--- config.mk ---
export PLATFORM = sky130hd
export DESIGN_NAME = iir_mac_seq_flat
export DESIGN_NICKNAME = d
export VERILOG_FILES = /design/src/rtl/iir_pkg.sv /design/src/rtl/iir_mac_seq_if.sv /design/src/rtl/iir_mac.sv /design/src/rtl/iir_mac_seq.sv /design/src/flat_wrapper.sv
export SDC_FILE = /design/constraint.sdc
export NUM_CORES = 1
export LEC_CHECK = 0
export BUFFER_PORTS_ARGS = -buffer_cell sky130_fd_sc_hd__buf_4
export CORE_UTILIZATION = 35
export CTS_CLUSTER_SIZE = 30
export DETAILED_ROUTE_END_ITERATION = 6
export GPL_TIMING_DRIVEN = 1
export SKIP_LAST_GASP = 1
export SYNTH_ARGS = -nofsm -noshare
export SYNTH_HDL_FRONTEND = slang
export SYNTH_HIERARCHICAL = 1
export SYNTH_SLANG_ARGS = --single-unit
--- constraint.sdc ---
create_clock -name i_clk -period 8.7 [get_ports i_clk]
set_input_delay 0.435 -clock i_clk [delete_from_list [all_inputs] [get_ports i_clk]]
set_output_delay 0.435 -clock i_clk [all_outputs]
set_load 0.005 [all_outputs]
--- src/rtl/iir_pkg.sv ---
// Shared types and arithmetic helpers for the sequenced IIR filter.
package iir_pkg;

    typedef enum logic [1:0] {
        ST_IDLE = 2'd0,
        ST_MAC  = 2'd1,
        ST_OUT  = 2'd2
    } state_t;

    // Width used for the round/shift/saturate datapath; wide enough for any
    // legal accumulator (NB up to ~28 with ORDER up to 8).
    localparam int SCALE_W = 64;

    // Accumulator width: full product width plus growth for 2*ORDER+1 terms.
    function automatic int acc_width(input int nb, input int order);
        return 2 * nb + $clog2(2 * order + 1);
    endfunction

    // Half an output LSB, added before the arithmetic right shift.
    function automatic logic signed [SCALE_W-1:0] round_const(input int frac);
        logic signed [SCALE_W-1:0] one;
        one = 64'sd1;
        if (frac > 0) begin
            return one <<< (frac - 1);
        end
        return '0;
    endfunction

    // Clamp a value into the signed range of an nb-bit word.
    function automatic logic signed [SCALE_W-1:0] sat(input logic signed [SCALE_W-1:0] value,
                                                      input int nb);
        logic signed [SCALE_W-1:0] one;
        logic signed [SCALE_W-1:0] hi;
        logic signed [SCALE_W-1:0] lo;
        one = 64'sd1;
        hi  = (one <<< (nb - 1)) - one;
        lo  = -(one <<< (nb - 1));
        if (value > hi) begin
            return hi;
        end
        if (value < lo) begin
            return lo;
        end
        return value;
    endfunction

endpackage

--- src/rtl/iir_mac_seq_if.sv ---
// Sample/coefficient bus between the data source, the filter and the sink.
interface iir_mac_seq_if #(
    parameter int NB    = 10,
    parameter int ORDER = 2
);
    localparam int CAW = $clog2(2 * ORDER + 1);

    logic                 clr;
    logic signed [NB-1:0] x;
    logic                 vin;
    logic                 ready;
    logic                 cwe;
    logic [CAW-1:0]       caddr;
    logic signed [NB-1:0] cdata;
    logic signed [NB-1:0] y;
    logic                 vout;

    modport master (
        output clr, x, vin, cwe, caddr, cdata,
        input  ready, y, vout
    );

    modport slave (
        input  clr, x, vin, cwe, caddr, cdata,
        output ready, y, vout
    );
endinterface

--- src/rtl/iir_mac.sv ---
// Single signed multiply-accumulate unit; one product per enabled cycle.
module iir_mac
    import iir_pkg::*;
#(
    parameter  int NB    = 10,
    parameter  int ORDER = 2,
    localparam int AW    = acc_width(NB, ORDER)
) (
    input  logic                 i_clk,
    input  logic                 i_rst,
    input  logic                 i_clr,
    input  logic                 i_en,
    input  logic                 i_sub,
    input  logic signed [NB-1:0] i_a,
    input  logic signed [NB-1:0] i_b,
    output logic signed [AW-1:0] o_acc
);

    logic signed [2*NB-1:0] w_prod;
    logic signed [AW-1:0]   w_term;
    logic signed [AW-1:0]   r_acc;

    assign w_prod = (2*NB)'(i_a) * (2*NB)'(i_b);
    assign w_term = AW'(w_prod);
    assign o_acc  = r_acc;

    // Clear wins over accumulate; feedback taps are subtracted.
    always_ff @(posedge i_clk or posedge i_rst) begin
        if (i_rst) begin
            r_acc <= '0;
        end else if (i_clr) begin
            r_acc <= '0;
        end else if (i_en) begin
            if (i_sub) begin
                r_acc <= r_acc - w_term;
            end else begin
                r_acc <= r_acc + w_term;
            end
        end
    end

endmodule

--- src/rtl/iir_mac_seq.sv ---
// Time-multiplexed direct-form-I IIR filter: one MAC walks all taps per sample.
//
//   state   | meaning
//   --------+-----------------------------------------------------------
//   ST_IDLE | ready; accepts a sample (VIN) or a coefficient write (CWE)
//   ST_MAC  | one tap per cycle: b0..bORDER on x history, a1..aORDER on y
//   ST_OUT  | round/saturate accumulator into Y, pulse VOUT, shift y history
module iir_mac_seq
    import iir_pkg::*;
#(
    parameter int NB    = 10,
    parameter int ORDER = 2,
    parameter int FRAC  = NB - 1
) (
    input  logic          i_clk,
    input  logic          i_rst,
    iir_mac_seq_if.slave  io_bus
);

    localparam int             NTAP     = 2 * ORDER + 1;
    localparam int             CAW      = $clog2(NTAP);
    localparam int             AW       = acc_width(NB, ORDER);
    localparam logic [CAW-1:0] LAST_TAP = CAW'(NTAP - 1);

    state_t               r_state;
    logic [CAW-1:0]       r_tap;
    logic signed [NB-1:0] r_coef [NTAP];
    logic signed [NB-1:0] r_xh   [ORDER+1];
    logic signed [NB-1:0] r_yh   [ORDER];
    logic signed [NB-1:0] r_y;
    logic                 r_vout;

    logic                 w_idle;
    logic                 w_accept;
    logic                 w_cwr;
    logic                 w_mac_clr;
    logic                 w_mac_en;
    logic                 w_sub;
    logic signed [NB-1:0] w_opa;
    logic signed [NB-1:0] w_opb;
    logic signed [AW-1:0] w_acc;
    logic signed [63:0]   w_acc_ext;
    logic signed [63:0]   w_scaled;
    logic signed [NB-1:0] w_ynext;

    assign w_idle    = (r_state == ST_IDLE);
    assign w_accept  = w_idle && io_bus.vin && !io_bus.clr;
    assign w_cwr     = w_idle && io_bus.cwe && !io_bus.clr && (io_bus.caddr <= LAST_TAP);
    assign w_mac_clr = io_bus.clr || w_accept;
    assign w_mac_en  = (r_state == ST_MAC);

    assign io_bus.ready = w_idle;
    assign io_bus.y     = r_y;
    assign io_bus.vout  = r_vout;

    // Accumulator holds still in ST_OUT, so the scaled result is stable there.
    assign w_acc_ext = {{(64-AW){w_acc[AW-1]}}, w_acc};
    assign w_scaled  = (w_acc_ext + round_const(FRAC)) >>> FRAC;
    assign w_ynext   = NB'(sat(w_scaled, NB));

    iir_mac #(
        .NB    (NB),
        .ORDER (ORDER)
    ) u_mac (
        .i_clk (i_clk),
        .i_rst (i_rst),
        .i_clr (w_mac_clr),
        .i_en  (w_mac_en),
        .i_sub (w_sub),
        .i_a   (w_opa),
        .i_b   (w_opb),
        .o_acc (w_acc)
    );

    // Operand select: feed-forward taps first, then feedback taps.
    always_comb begin
        w_opa = '0;
        w_opb = '0;
        w_sub = 1'b0;
        for (int k = 0; k <= ORDER; k++) begin
            if (r_tap == CAW'(k)) begin
                w_opa = r_coef[k];
                w_opb = r_xh[k];
            end
        end
        for (int k = 0; k < ORDER; k++) begin
            if (r_tap == CAW'(ORDER + 1 + k)) begin
                w_opa = r_coef[ORDER + 1 + k];
                w_opb = r_yh[k];
                w_sub = 1'b1;
            end
        end
    end

    // Coefficient register file; only writable while idle, survives CLR.
    always_ff @(posedge i_clk or posedge i_rst) begin
        if (i_rst) begin
            for (int k = 0; k < NTAP; k++) begin
                r_coef[k] <= '0;
            end
        end else begin
            for (int k = 0; k < NTAP; k++) begin
                if (w_cwr && (io_bus.caddr == CAW'(k))) begin
                    r_coef[k] <= io_bus.cdata;
                end
            end
        end
    end

    // Sequencer with histories, output register and VOUT strobe.
    always_ff @(posedge i_clk or posedge i_rst) begin
        if (i_rst) begin
            r_state <= ST_IDLE;
            r_tap   <= '0;
            r_y     <= '0;
            r_vout  <= 1'b0;
            for (int k = 0; k <= ORDER; k++) begin
                r_xh[k] <= '0;
            end
            for (int k = 0; k < ORDER; k++) begin
                r_yh[k] <= '0;
            end
        end else if (io_bus.clr) begin
            r_state <= ST_IDLE;
            r_tap   <= '0;
            r_vout  <= 1'b0;
            for (int k = 0; k <= ORDER; k++) begin
                r_xh[k] <= '0;
            end
            for (int k = 0; k < ORDER; k++) begin
                r_yh[k] <= '0;
            end
        end else begin
            r_vout <= 1'b0;
            case (r_state)
                ST_IDLE: begin
                    if (io_bus.vin) begin
                        for (int k = ORDER; k > 0; k--) begin
                            r_xh[k] <= r_xh[k-1];
                        end
                        r_xh[0] <= io_bus.x;
                        r_tap   <= '0;
                        r_state <= ST_MAC;
                    end
                end
                ST_MAC: begin
                    r_tap <= r_tap + CAW'(1);
                    if (r_tap == LAST_TAP) begin
                        r_state <= ST_OUT;
                    end
                end
                ST_OUT: begin
                    r_y    <= w_ynext;
                    r_vout <= 1'b1;
                    for (int k = ORDER - 1; k > 0; k--) begin
                        r_yh[k] <= r_yh[k-1];
                    end
                    r_yh[0] <= w_ynext;
                    r_state <= ST_IDLE;
                end
                default: begin
                    r_state <= ST_IDLE;
                end
            endcase
        end
    end

endmodule

--- src/flat_wrapper.sv ---
// flat-port wrapper written by rule: the top's interface ports become plain ports
module iir_mac_seq_flat import iir_pkg::*;
#(
    parameter int NB    = 10,
    parameter int ORDER = 2,
    parameter int FRAC  = NB - 1
)
  (i_clk, i_rst, io_bus_clr, io_bus_x, io_bus_vin, io_bus_cwe, io_bus_caddr, io_bus_cdata, io_bus_ready, io_bus_y, io_bus_vout);
  iir_mac_seq_if #(.NB(NB), .ORDER(ORDER)) io_bus_i ();
  input  logic i_clk;
  input  logic i_rst;
  input wire logic [$bits(io_bus_i.clr)-1:0] io_bus_clr;
  input wire logic [$bits(io_bus_i.x)-1:0] io_bus_x;
  input wire logic [$bits(io_bus_i.vin)-1:0] io_bus_vin;
  input wire logic [$bits(io_bus_i.cwe)-1:0] io_bus_cwe;
  input wire logic [$bits(io_bus_i.caddr)-1:0] io_bus_caddr;
  input wire logic [$bits(io_bus_i.cdata)-1:0] io_bus_cdata;
  output wire logic [$bits(io_bus_i.ready)-1:0] io_bus_ready;
  output wire logic [$bits(io_bus_i.y)-1:0] io_bus_y;
  output wire logic [$bits(io_bus_i.vout)-1:0] io_bus_vout;
  assign io_bus_i.clr = io_bus_clr;
  assign io_bus_i.x = io_bus_x;
  assign io_bus_i.vin = io_bus_vin;
  assign io_bus_i.cwe = io_bus_cwe;
  assign io_bus_i.caddr = io_bus_caddr;
  assign io_bus_i.cdata = io_bus_cdata;
  assign io_bus_ready = io_bus_i.ready;
  assign io_bus_y = io_bus_i.y;
  assign io_bus_vout = io_bus_i.vout;
  iir_mac_seq #(.NB(NB), .ORDER(ORDER), .FRAC(FRAC)) u_core (.i_clk(i_clk), .i_rst(i_rst), .io_bus(io_bus_i));
endmodule
==> impl_metrics.csv, run 1 <==
group,metric,value,unit
detailed_routing,drtPass1Iterations,5,
yosys,synth_nets,1486,
placed_design,gp_congestion,0.849,
worst_setup_path,cp_num_buf_inv,13,
yosys,ys_ff_latch,139,
worst_setup_path,critPathRequiredTime,9010,ps
yosys,syn_inst,1288,
yosys,yosysWarnings,6,
cts,ctsHtreeMaxLevel,4,
floorplanning,die_y,188,um
yosys,synth-edff-count,0,
detailed_routing,wl,31900,um
yosys,synth.avg_cell_area,9.41,um2
final_layout,finish.utilization,46.8,%
grt,met3_usage,2.21,%
sta,finalMaxSlewViolations,0,
run_status,status,"finished, final reports clean",
worst_setup_path,setup.worst_path.end_class,"register",
worst_setup_path,crit_arrival,8810,ps
yosys,synth_top_cells_by_count,"inv_1, dfrtp_1, nand2_1, fa_1, nor2_1",
grt,grt_pass1_wl,51300,um
yosys,synth.most_common_cell,"inv_1",
sta,min_period,8500,ps
yosys,yosysTopAreaCellShare,28.7,%
sta,worstMarginPinSlew,1240,ps
grt,grtUsageMet1,24.3,%
grt,busiest_layer,"met2",
cts,clock_sinks,139,
final_layout,diodes,0,
detailed_routing,routedWlPerCell,16.3,um
sta,timing.fmax,118,MHz
grt,antenna_found_initial,0,
yosys,synth-async-reset-ratio,100,%
worst_setup_path,critPathMostFrequentCell,"inv_2",
sta,rsz0062_at_grt,"yes",
placed_design,place_area,14100,um2
worst_setup_path,worst-path-max-fanout,7,
worst_setup_path,ff2ff_setup_slack,200,ps
grt,grt_max_degree,65,
placed_design,dp_hpwl,22600,um
sta,clock_skew,15.6,ps
cts,clk_pin_slew_worst_paths,70,ps
cts,cts_buffers,17,
cts,cts-root-buf,"clkbuf_16",
final_layout,area_delta_synth_final,30.5,%
pwr,powerDensity,257,nW/um2
detailed_routing,drc_errors,0,
worst_setup_path,startpoint_type,"register",
detailed_routing,num_vias,10100,
worst_setup_path,crit_slowest_cell,"fa_1",
worst_setup_path,crit_type,"reg2reg",
detailed_routing,drtAntennaViolNets,0,
yosys,synth-main-ff-cell,"dfrtp_1",
cts,cts_tree,"done",
sta,finalCritPeriodShare,97.7,%
final_layout,drive_above_1_share,32.8,%
grt,grt_pass1_vias,10200,
floorplanning,die_area,35400,um2
detailed_routing,drtIter0Drc,555,
floorplanning,coreArea,33800,um2
run,cap_viol_max_count,0,
floorplanning,io_pins,40,
yosys,ys_types,79,
worst_hold_path,hold_class,"in2async",
final_layout,final_nets,1691,
pwr,vdd_drop_max,190,uV
grt,use_met2,30.0,%
detailed_routing,viasPerCell,5.16,
grt,grt_usage,17.9,%
yosys,yosys.area.top_type,"dfrtp_1",
cts,clkLatencyLatePin,430,ps
pwr,p_leak,7.52,nW
yosys,yosysSeqAreaShare,28.7,%
worst_setup_path,cpPeakStageDelay,550,ps
floorplanning,start_util,35.9,%
yosys,syn_area,12100,um2
floorplanning,die_x,188,um
cts,cts_buffer_depth,2,
sta,relSlewSlack,17.0,%
worst_setup_path,path_delay_family,"adder cells",
floorplanning,placementRows,67,
final_layout,design_area,15800,um2
final_layout,nFillCells,3136,
grt,gr-total-overflow,0,
placed_design,port_buffers,39,
sta,hold_viol,0,
sta,setup-violations-final,0,
yosys,yosys-top-cells-area,"dfrtp_1, fa_1, ha_1",
sta,fin_setup_tns,0,ps
-- through the flow --
step	hold slack, ps	std cells	worst slack (ps)	total power [mW]
after global placement	475	1886	-150	2.97
after CTS	122	1922	0.160	3.80
after global routing	162	1954	-179	4.39
final	101	1954	202	4.07
after detailed placement	479	1886	-208	2.99
after floorplan	437	1288	1.47	2.23
-- where the power goes --
part | switching [mW] | internal, mW | leakage, nW
combinational | 1.26 | 1.28 | 5.39
clock | 0.308 | 0.409 | 0.275
sequential | 0.0890 | 0.734 | 1.85
-- layer usage --
metal / routed length [um] / share of wire [%]
met1: 15000 / 47
met2: 15400 / 48
met3: 982 / 3.1
met4: 502 / 1.6
met5: 0 / 0
-- what timing repair did --
item	4_1_cts	5_1_grt
cloned	1	4
resized for setup	44	164
hold buffers	0	0
buffers inserted	3	31
endpoints found under the setup margin	3	7
pin swaps	13	125
-- layout make-up --
type	count	area, um2	share of cell area [%]
clock buffers	19	443	2.80
clock inverters	13	133	0.839
inverters	157	593	3.75
multi-input cells	934	8530	54.0
flip-flops and latches	139	3480	22.0
well taps	448	561	3.54
repair buffers	244	2070	13.1
-- layout by cell type, fill, tap and decap left out, types with 21 or more instances in the layout --
cell type  synthesis  layout
nand2_1          127     115
a21oi_1           63      51
o21ai_1            2      22
fa_1              92      85
xnor2_1           39      33
ha_1              78      58
a22o_1            40      40
inv_2              0      21
mux2_2            51      51
buf_4              1     214
nor2_1            82      70
dfrtp_1          139     138
and2_1            46      39
inv_1            156     134
-- final timing paths --
kind | startpoint | to | depth (start not counted)
setup / recovery | u_core/r_tap[1]$_DFFE_PP0P_ | u_core/u_mac/o_acc[22]$_DFFE_PP0P_ | 43
hold / removal | i_rst | u_core/io_bus.y[7]$_DFFE_PP0P_ | 2
setup reg to reg | u_core/r_tap[1]$_DFFE_PP0P_ | u_core/u_mac/o_acc[22]$_DFFE_PP0P_ | 43
hold reg to reg | u_core/io_bus.y[9]$_DFFE_PP0P_ | u_core/io_bus.y[9]$_DFFE_PP0P_ | 2
max in group asynchronous | i_rst | u_core/r_coef[35]$_DFFE_PP0P_ | 3
min in group i_clk | io_bus_x[1] | u_core/r_xh[21]$_DFFE_PP0P_ | 2
-- registers in the layout, indices dropped and copies added, names as in the netlist --
signal / count
u_core/r_coef: 50
u_core/r_xh: 30
u_core/u_mac/o_acc: 23
u_core/r_yh: 20
u_core/io_bus.y: 10
u_core/r_tap: 3
u_core/r_state: 2
u_core/io_bus.vout: 1
-- cell families after synthesis --
group / share of synthesized area, %
and+or+nand+nor: 14.7
adders and majority gates: 23.3
AOI/OAI and AO/OA: 16.0
buffers and inverters: 6.82
muxes: 6.23
xor gates and xnor gates: 4.34
DFF: 28.7
(Power assumes the default switching activity.)
==> run 2: changes to the inputs <==
--- a/config.mk
+++ b/config.mk
@@ -7,6 +7,7 @@
 export LEC_CHECK = 0
 export BUFFER_PORTS_ARGS = -buffer_cell sky130_fd_sc_hd__buf_4
 export CORE_UTILIZATION = 35
+export CTS_BUF_LIST = sky130_fd_sc_hd__clkbuf_2
 export CTS_CLUSTER_SIZE = 30
 export DETAILED_ROUTE_END_ITERATION = 6
 export GPL_TIMING_DRIVEN = 1
==> impl_metrics.csv, run 2 (same netlist as run 1, synthesis figures left out) <==
group,metric,value,unit
placed_design,place_inst,1886,
cts,clk_pin_slew_worst_paths,240,ps
final_layout,design_area,15600,um2
final_layout,largest_register_ff_count,50,
detailed_routing,drc_errors,0,
floorplanning,io_pins,40,
placed_design,port_buffers,39,
floorplanning,placementRows,67,
placed_design,gp_congestion,0.849,
sta,finalMaxSlewViolations,0,
detailed_routing,wl,31500,um
floorplanning,coreArea,33800,um2
pwr,seq_power_share,22.1,%
floorplanning,die_area,35400,um2
pwr,vdd_drop_max,182,uV
cts,cts_tree,"done",
cts,cts_buffers,17,
final_layout,nFillCells,3196,
worst_setup_path,critPathRequiredTime,9370,ps
final_layout,final_cell_mix,"buf_4, inv_1, dfrtp_1, nand2_1, fa_1",
worst_hold_path,min_path_cells,3,
detailed_routing,routedWlPerCell,15.9,um
worst_setup_path,worst-path-max-fanout,8,
worst_setup_path,crit_type,"reg2reg",
run_status,status,"finished, final reports clean",
sta,fin_setup_tns,0,ps
floorplanning,start_util,35.9,%
placed_design,dp_hpwl,22600,um
grt,grt_max_degree,65,
cts,ctsHtreeMaxLevel,4,
final_layout,drive_above_1_share,31.1,%
pwr,p_sw,1.61,mW
worst_setup_path,cpPeakStageDelay,510,ps
final_layout,area_delta_synth_final,28.8,%
cts,clock_sinks,139,
pwr,cell_internal_pwr,2.12,mW
worst_setup_path,cp_num_buf_inv,12,
grt,grt_pass1_vias,10300,
grt,gr-total-overflow,0,
floorplanning,die_x,188,um
worst_setup_path,cp.depth,42,
sta,clock_skew,57.6,ps
floorplanning,die_y,188,um
worst_setup_path,path_delay_family,"adder cells",
final_layout,final_common_cell,"buf_4",
placed_design,place_area,14100,um2
run,cap_viol_max_count,0,
worst_setup_path,crit_slowest_cell,"fa_1",
pwr,powerDensity,238,nW/um2
sta,relSlewSlack,17.6,%
detailed_routing,num_vias,10200,
grt,grt_usage,17.8,%
final_layout,final_nets,1713,
sta,min_period,8620,ps
final_layout,regMostFlops,"u_core/r_coef",
sta,finalCritPeriodShare,99.1,%
pwr,switching_share,43.2,%
pwr,p_comb_share,67.6,%
pwr,clkPwrFrac,10.3,%
sta,rsz0062_at_grt,"yes",
grt,grt_pass1_wl,51100,um
detailed_routing,drtAntennaViolNets,0,
pwr,p_leak,7.44,nW
worst_setup_path,crit_arrival,9290,ps
worst_hold_path,hold_class,"in2reg",
final_layout,finalNonFillerCells,1977,
worst_setup_path,setup.worst_path.end_class,"register",
sta,worstMarginPinSlew,1230,ps
sta,hold_viol,0,
sta,setup-violations-final,0,
worst_setup_path,ff2ff_path_depth,42,
cts,cts-root-buf,"clkbuf_2",
detailed_routing,viasPerCell,5.15,
cts,cts_buffer_depth,2,
worst_setup_path,startpoint_type,"register",
detailed_routing,drtPass1Iterations,5,
pwr,power,3.72,mW
cts,clkLatencyLatePin,760,ps
detailed_routing,drtIter0Drc,477,
sta,timing.fmax,116,MHz
grt,antenna_found_initial,1,
-- run 2: changes by cell type in the layout (fill, tap and decap cells not counted), moves of 5 or more --
cell	delta
nand2_2	-5
buf_6	-7
clkbuf_2	+18
buf_4	+6
clkbuf_16	-18
dlygate4sd3_1	+23
nand2_1	+6
-- run 2: cell type report --
cell class                 instances  area (um2)  share of cell area, %
multi-input combinational        934        8480                   54.3
sequential                       139        3480                   22.3
timing repair buffer             266        2270                   14.5
inverter                         157         593                   3.80
tap                              448         561                   3.59
clock inverter                    14         136                  0.874
clock buffer                      18        90.1                  0.577
antenna                            1        2.50                 0.0160
-- run 2: worst paths after layout --
kind / start / endpoint / slack (ps)
setup / recovery: u_core/r_tap[1]$_DFFE_PP0P_ / u_core/u_mac/o_acc[22]$_DFFE_PP0P_ / 80
hold reg to reg: u_core/io_bus.y[9]$_DFFE_PP0P_ / u_core/io_bus.y[9]$_DFFE_PP0P_ / 520
setup reg to reg: u_core/r_tap[1]$_DFFE_PP0P_ / u_core/u_mac/o_acc[22]$_DFFE_PP0P_ / 80
hold / removal: io_bus_caddr[1] / u_core/r_coef[37]$_DFFE_PP0P_ / 190
max in group asynchronous: i_rst / u_core/r_coef[29]$_DFFE_PP0P_ / 7090
min in group asynchronous: i_rst / u_core/io_bus.y[7]$_DFFE_PP0P_ / 300
-- run 2: layer usage --
layer,vias to the layer above,share of wire (%),GRT usage [%]
met4,0,1.6,4.82
li1,4845,-,-
met3,33,3.5,2.17
met5,-,0,0
met1,5106,47,24.3
met2,204,48,29.7
-- run 2: power by group through the flow --
stage | registers, mW | clock network (mW) | logic, mW
2_1_floorplan | 0.796 | 0 | 1.44
3_3_place_gp | 0.827 | 0 | 2.14
3_5_place_dp | 0.828 | 0 | 2.16
4_1_cts | 0.817 | 0.396 | 2.25
5_1_grt | 0.834 | 0.417 | 2.78
6_report | 0.822 | 0.383 | 2.52
-- run 2: timing repair --
item | 4_1_cts | 5_1_grt
endpoints found under the setup margin | 2 | 8
hold endpoints to repair | 139 | 0
gates resized for setup | 43 | 138
pin swaps | 13 | 116
hold buffers | 23 | 0
buffers inserted | 3 | 31
cloned | 1 | 2
-- run 2: per-stage QoR --
| step | hold WS (ps) | setup slack [ps] | utilization, % |
|---|---|---|---|
| final | 186 | 76.9 | 46.2 |
| after detailed placement | 479 | -208 | 41.8 |
| after floorplan | 437 | 1.47 | - |
| after global routing | 138 | -283 | 46.2 |
| after global placement | 475 | -150 | 41.8 |
| after CTS | 105 | 1.23 | 43.7 |
-- run 2: worst min-delay path, cell delays in order --
cell and delay, ps:
buf_4 110, nor3_2 130, mux2_2 250
==> run 3: changes to the inputs <==
--- a/config.mk
+++ b/config.mk
@@ -7,12 +7,11 @@
 export LEC_CHECK = 0
 export BUFFER_PORTS_ARGS = -buffer_cell sky130_fd_sc_hd__buf_4
 export CORE_UTILIZATION = 35
-export CTS_BUF_LIST = sky130_fd_sc_hd__clkbuf_2
+export CTS_BUF_LIST = sky130_fd_sc_hd__clkbuf_4
 export CTS_CLUSTER_SIZE = 30
 export DETAILED_ROUTE_END_ITERATION = 6
 export GPL_TIMING_DRIVEN = 1
 export SKIP_LAST_GASP = 1
 export SYNTH_ARGS = -nofsm -noshare
 export SYNTH_HDL_FRONTEND = slang
-export SYNTH_HIERARCHICAL = 1
 export SYNTH_SLANG_ARGS = --single-unit
==> impl_metrics.csv, run 3 <==
group,metric,value,unit
placed_design,port_buffers,39,
sta,relSlewSlack,17.0,%
floorplanning,die_area,34800,um2
worst_setup_path,critPathMostFrequentCell,"fa_1",
placed_design,gp_congestion,0.847,
floorplanning,io_pins,40,
placed_design,place_inst,1857,
grt,gr-total-overflow,0,
yosys,synth_nets,1545,
yosys,synth.avg_cell_area,8.85,um2
grt,grt_pass1_wl,47600,um
run_status,status,"finished, final reports clean",
placed_design,place_area,13200,um2
grt,grt_max_degree,73,
final_layout,largest_register_ff_count,50,
cts,clk_pin_slew_worst_paths,160,ps
final_layout,final_common_cell,"nand2_1",
final_layout,nFillCells,3351,
worst_setup_path,cpPeakStageDelay,570,ps
sta,clock_skew,41.4,ps
detailed_routing,drtPass1Iterations,5,
yosys,ys_types,67,
floorplanning,placementRows,67,
grt,grt_pass1_vias,9306,
worst_setup_path,crit_arrival,8950,ps
detailed_routing,viasPerCell,5.03,
detailed_routing,num_vias,9740,
sta,worstMarginPinSlew,1240,ps
sta,setup-violations-final,0,
final_layout,final_cell_mix,"nand2_1, buf_4, inv_1, dfrtp_1, nor2_1",
yosys,synth_top_cells_by_count,"nand2_1, inv_1, dfrtp_1, nor2_1, a21oi_1",
detailed_routing,drc_errors,0,
yosys,synth-edff-count,0,
yosys,synth-main-ff-cell,"dfrtp_1",
yosys,synth.most_common_cell,"nand2_1",
final_layout,drive_above_1_share,23.9,%
cts,cts_tree,"done",
yosys,syn_inst,1347,
final_layout,design_area,14500,um2
cts,ctsHtreeMaxLevel,4,
sta,min_period,8430,ps
yosys,syn_area,11900,um2
grt,antenna_found_initial,1,
pwr,p_leak,6.90,nW
detailed_routing,routedWlPerCell,15.5,um
final_layout,final_nets,1673,
final_layout,regMostFlops,"u_core.r_coef",
yosys,yosys-top-cells-area,"dfrtp_1, fa_1, ha_1",
cts,cts_buffers,17,
final_layout,finalNonFillerCells,1937,
floorplanning,die_x,187,um
worst_setup_path,crit_slowest_cell,"or4_1",
cts,clock_sinks,139,
yosys,yosysSeqAreaShare,29.2,%
pwr,powerDensity,227,nW/um2
yosys,yosysWarnings,0,
worst_setup_path,worst-path-max-fanout,7,
worst_hold_path,hold_class,"in2reg",
detailed_routing,wl,30000,um
pwr,vdd_drop_max,125,uV
floorplanning,die_y,187,um
yosys,synth-async-reset-ratio,100,%
worst_setup_path,crit_type,"reg2reg",
worst_setup_path,critPathRequiredTime,9220,ps
floorplanning,coreArea,33500,um2
sta,finalCritPeriodShare,96.9,%
cts,clkLatencyLatePin,580,ps
cts,cts_buffer_depth,2,
placed_design,dp_hpwl,21900,um
worst_setup_path,startpoint_type,"register",
worst_setup_path,setup.worst_path.end_class,"register",
grt,grt_usage,16.7,%
yosys,yosysTopAreaCellShare,29.2,%
yosys,ys_ff_latch,139,
cts,cts-root-buf,"clkbuf_4",
detailed_routing,drtAntennaViolNets,0,
run,cap_viol_max_count,0,
sta,hold_viol,0,
final_layout,area_delta_synth_final,21.6,%
sta,fin_setup_tns,0,ps
floorplanning,start_util,35.6,%
detailed_routing,drtIter0Drc,482,
yosys,yosys.area.top_type,"dfrtp_1",
sta,timing.fmax,119,MHz
sta,finalMaxSlewViolations,0,
==> run 3: cell count changes after synthesis, moves of 8 or more <==
cell	delta
and2_1	-30
nand2_1	+65
nor2_1	+29
inv_1	-9
a211oi_1	-25
nor2b_1	+23
o21ai_1	+15
a22o_1	-27
o21ai_0	+8
a22oi_1	-8
nand3_1	+11
a21oi_1	+40
mux2i_1	-13
o211ai_1	-18
==> run 3: worst max-delay path: cells and delay by family (launching register included) <==
family,cells,cell delay (ps)
AO/OA/AOI/OAI,9,1320
XOR/XNOR,2,330
adder cells (fa/ha/maj),8,3360
buffers and inverters,5,520
flip-flops,1,420
AND/OR/NAND/NOR,13,2410
==> run 3: layout make-up <==
class | count | area [um2] | share of cell area [%]
diodes | 1 | 2.50 | 0.0173
inverters | 147 | 557 | 3.84
well taps | 448 | 561 | 3.87
clock inverters | 15 | 151 | 1.04
flip-flops and latches | 139 | 3480 | 24.0
repair buffers | 161 | 1330 | 9.18
multi-input cells | 1009 | 8290 | 57.2
clock buffers | 17 | 128 | 0.880
==> run 3: stage by stage <==
stage	setup WS (ps)	power [mW]	hold slack (ps)	utilization [%]
final	268	3.29	88.0	43.2
after global routing	-127	3.56	38.0	43.2
after CTS	12.5	2.97	42.9	40.3
after detailed placement	-102	2.52	469	39.4
after global placement	95.6	2.48	463	39.4
after floorplan	17.4	2.01	455	-
==> run 3: cell families (layout without fill, tap and decap cells) <==
group | count (synthesis) | in the layout | synth area share (%)
buf+inv | 199 | 340 | 6.26
mux | 52 | 52 | 4.89
flops | 139 | 139 | 29.2
simple gates | 455 | 455 | 17.3
compound gates | 267 | 267 | 13.9
other cells | 0 | 1 | 0
xor+xnor | 64 | 64 | 4.70
fa+ha+maj | 171 | 171 | 23.7
==> run 3: routing by layer <==
metal	track usage, %	vias up	share of wire [%]
met1	23.8	4780	47
met2	26.8	188	48
met4	3.40	0	1.3
met3	2.52	28	4.0
li1	-	4744	-
met5	0	-	0
==> run 3: final timing paths <==
kind	startpoint	end	slack, ps	cells after the start
setup / recovery	u_core.r_tap[1]$_DFFE_PP0P_	u_core.u_mac.o_acc[22]$_DFFE_PP0P_	270	37
hold / removal	io_bus_x[4]	u_core.r_xh[24]$_DFFE_PP0P_	90	3
setup reg to reg	u_core.r_tap[1]$_DFFE_PP0P_	u_core.u_mac.o_acc[22]$_DFFE_PP0P_	270	37
hold reg to reg	u_core.io_bus.y[0]$_DFFE_PP0P_	u_core.io_bus.y[0]$_DFFE_PP0P_	500	1
max in group asynchronous	i_rst	u_core.r_coef[40]$_DFFE_PP0P_	6790	4
min in group asynchronous	i_rst	u_core.r_xh[27]$_DFFE_PP0P_	510	3
==> run 3: where the power goes <==
group	total, mW	switching [mW]	internal, mW
Clock	0.436	0.284	0.152
Sequential	0.830	0.0872	0.743
Combinational	2.02	1.05	0.967
Total	3.29	1.42	1.86
==> run 3: what timing repair did <==
action / in CTS / in global routing
pin swaps: 1 / 75
resized for setup: 7 / 125
hold endpoints to repair: 67 / 0
setup buffers: 1 / 41
hold buffers: 1 / 0
cloned: 0 / 4
setup endpoints to repair: 4 / 9
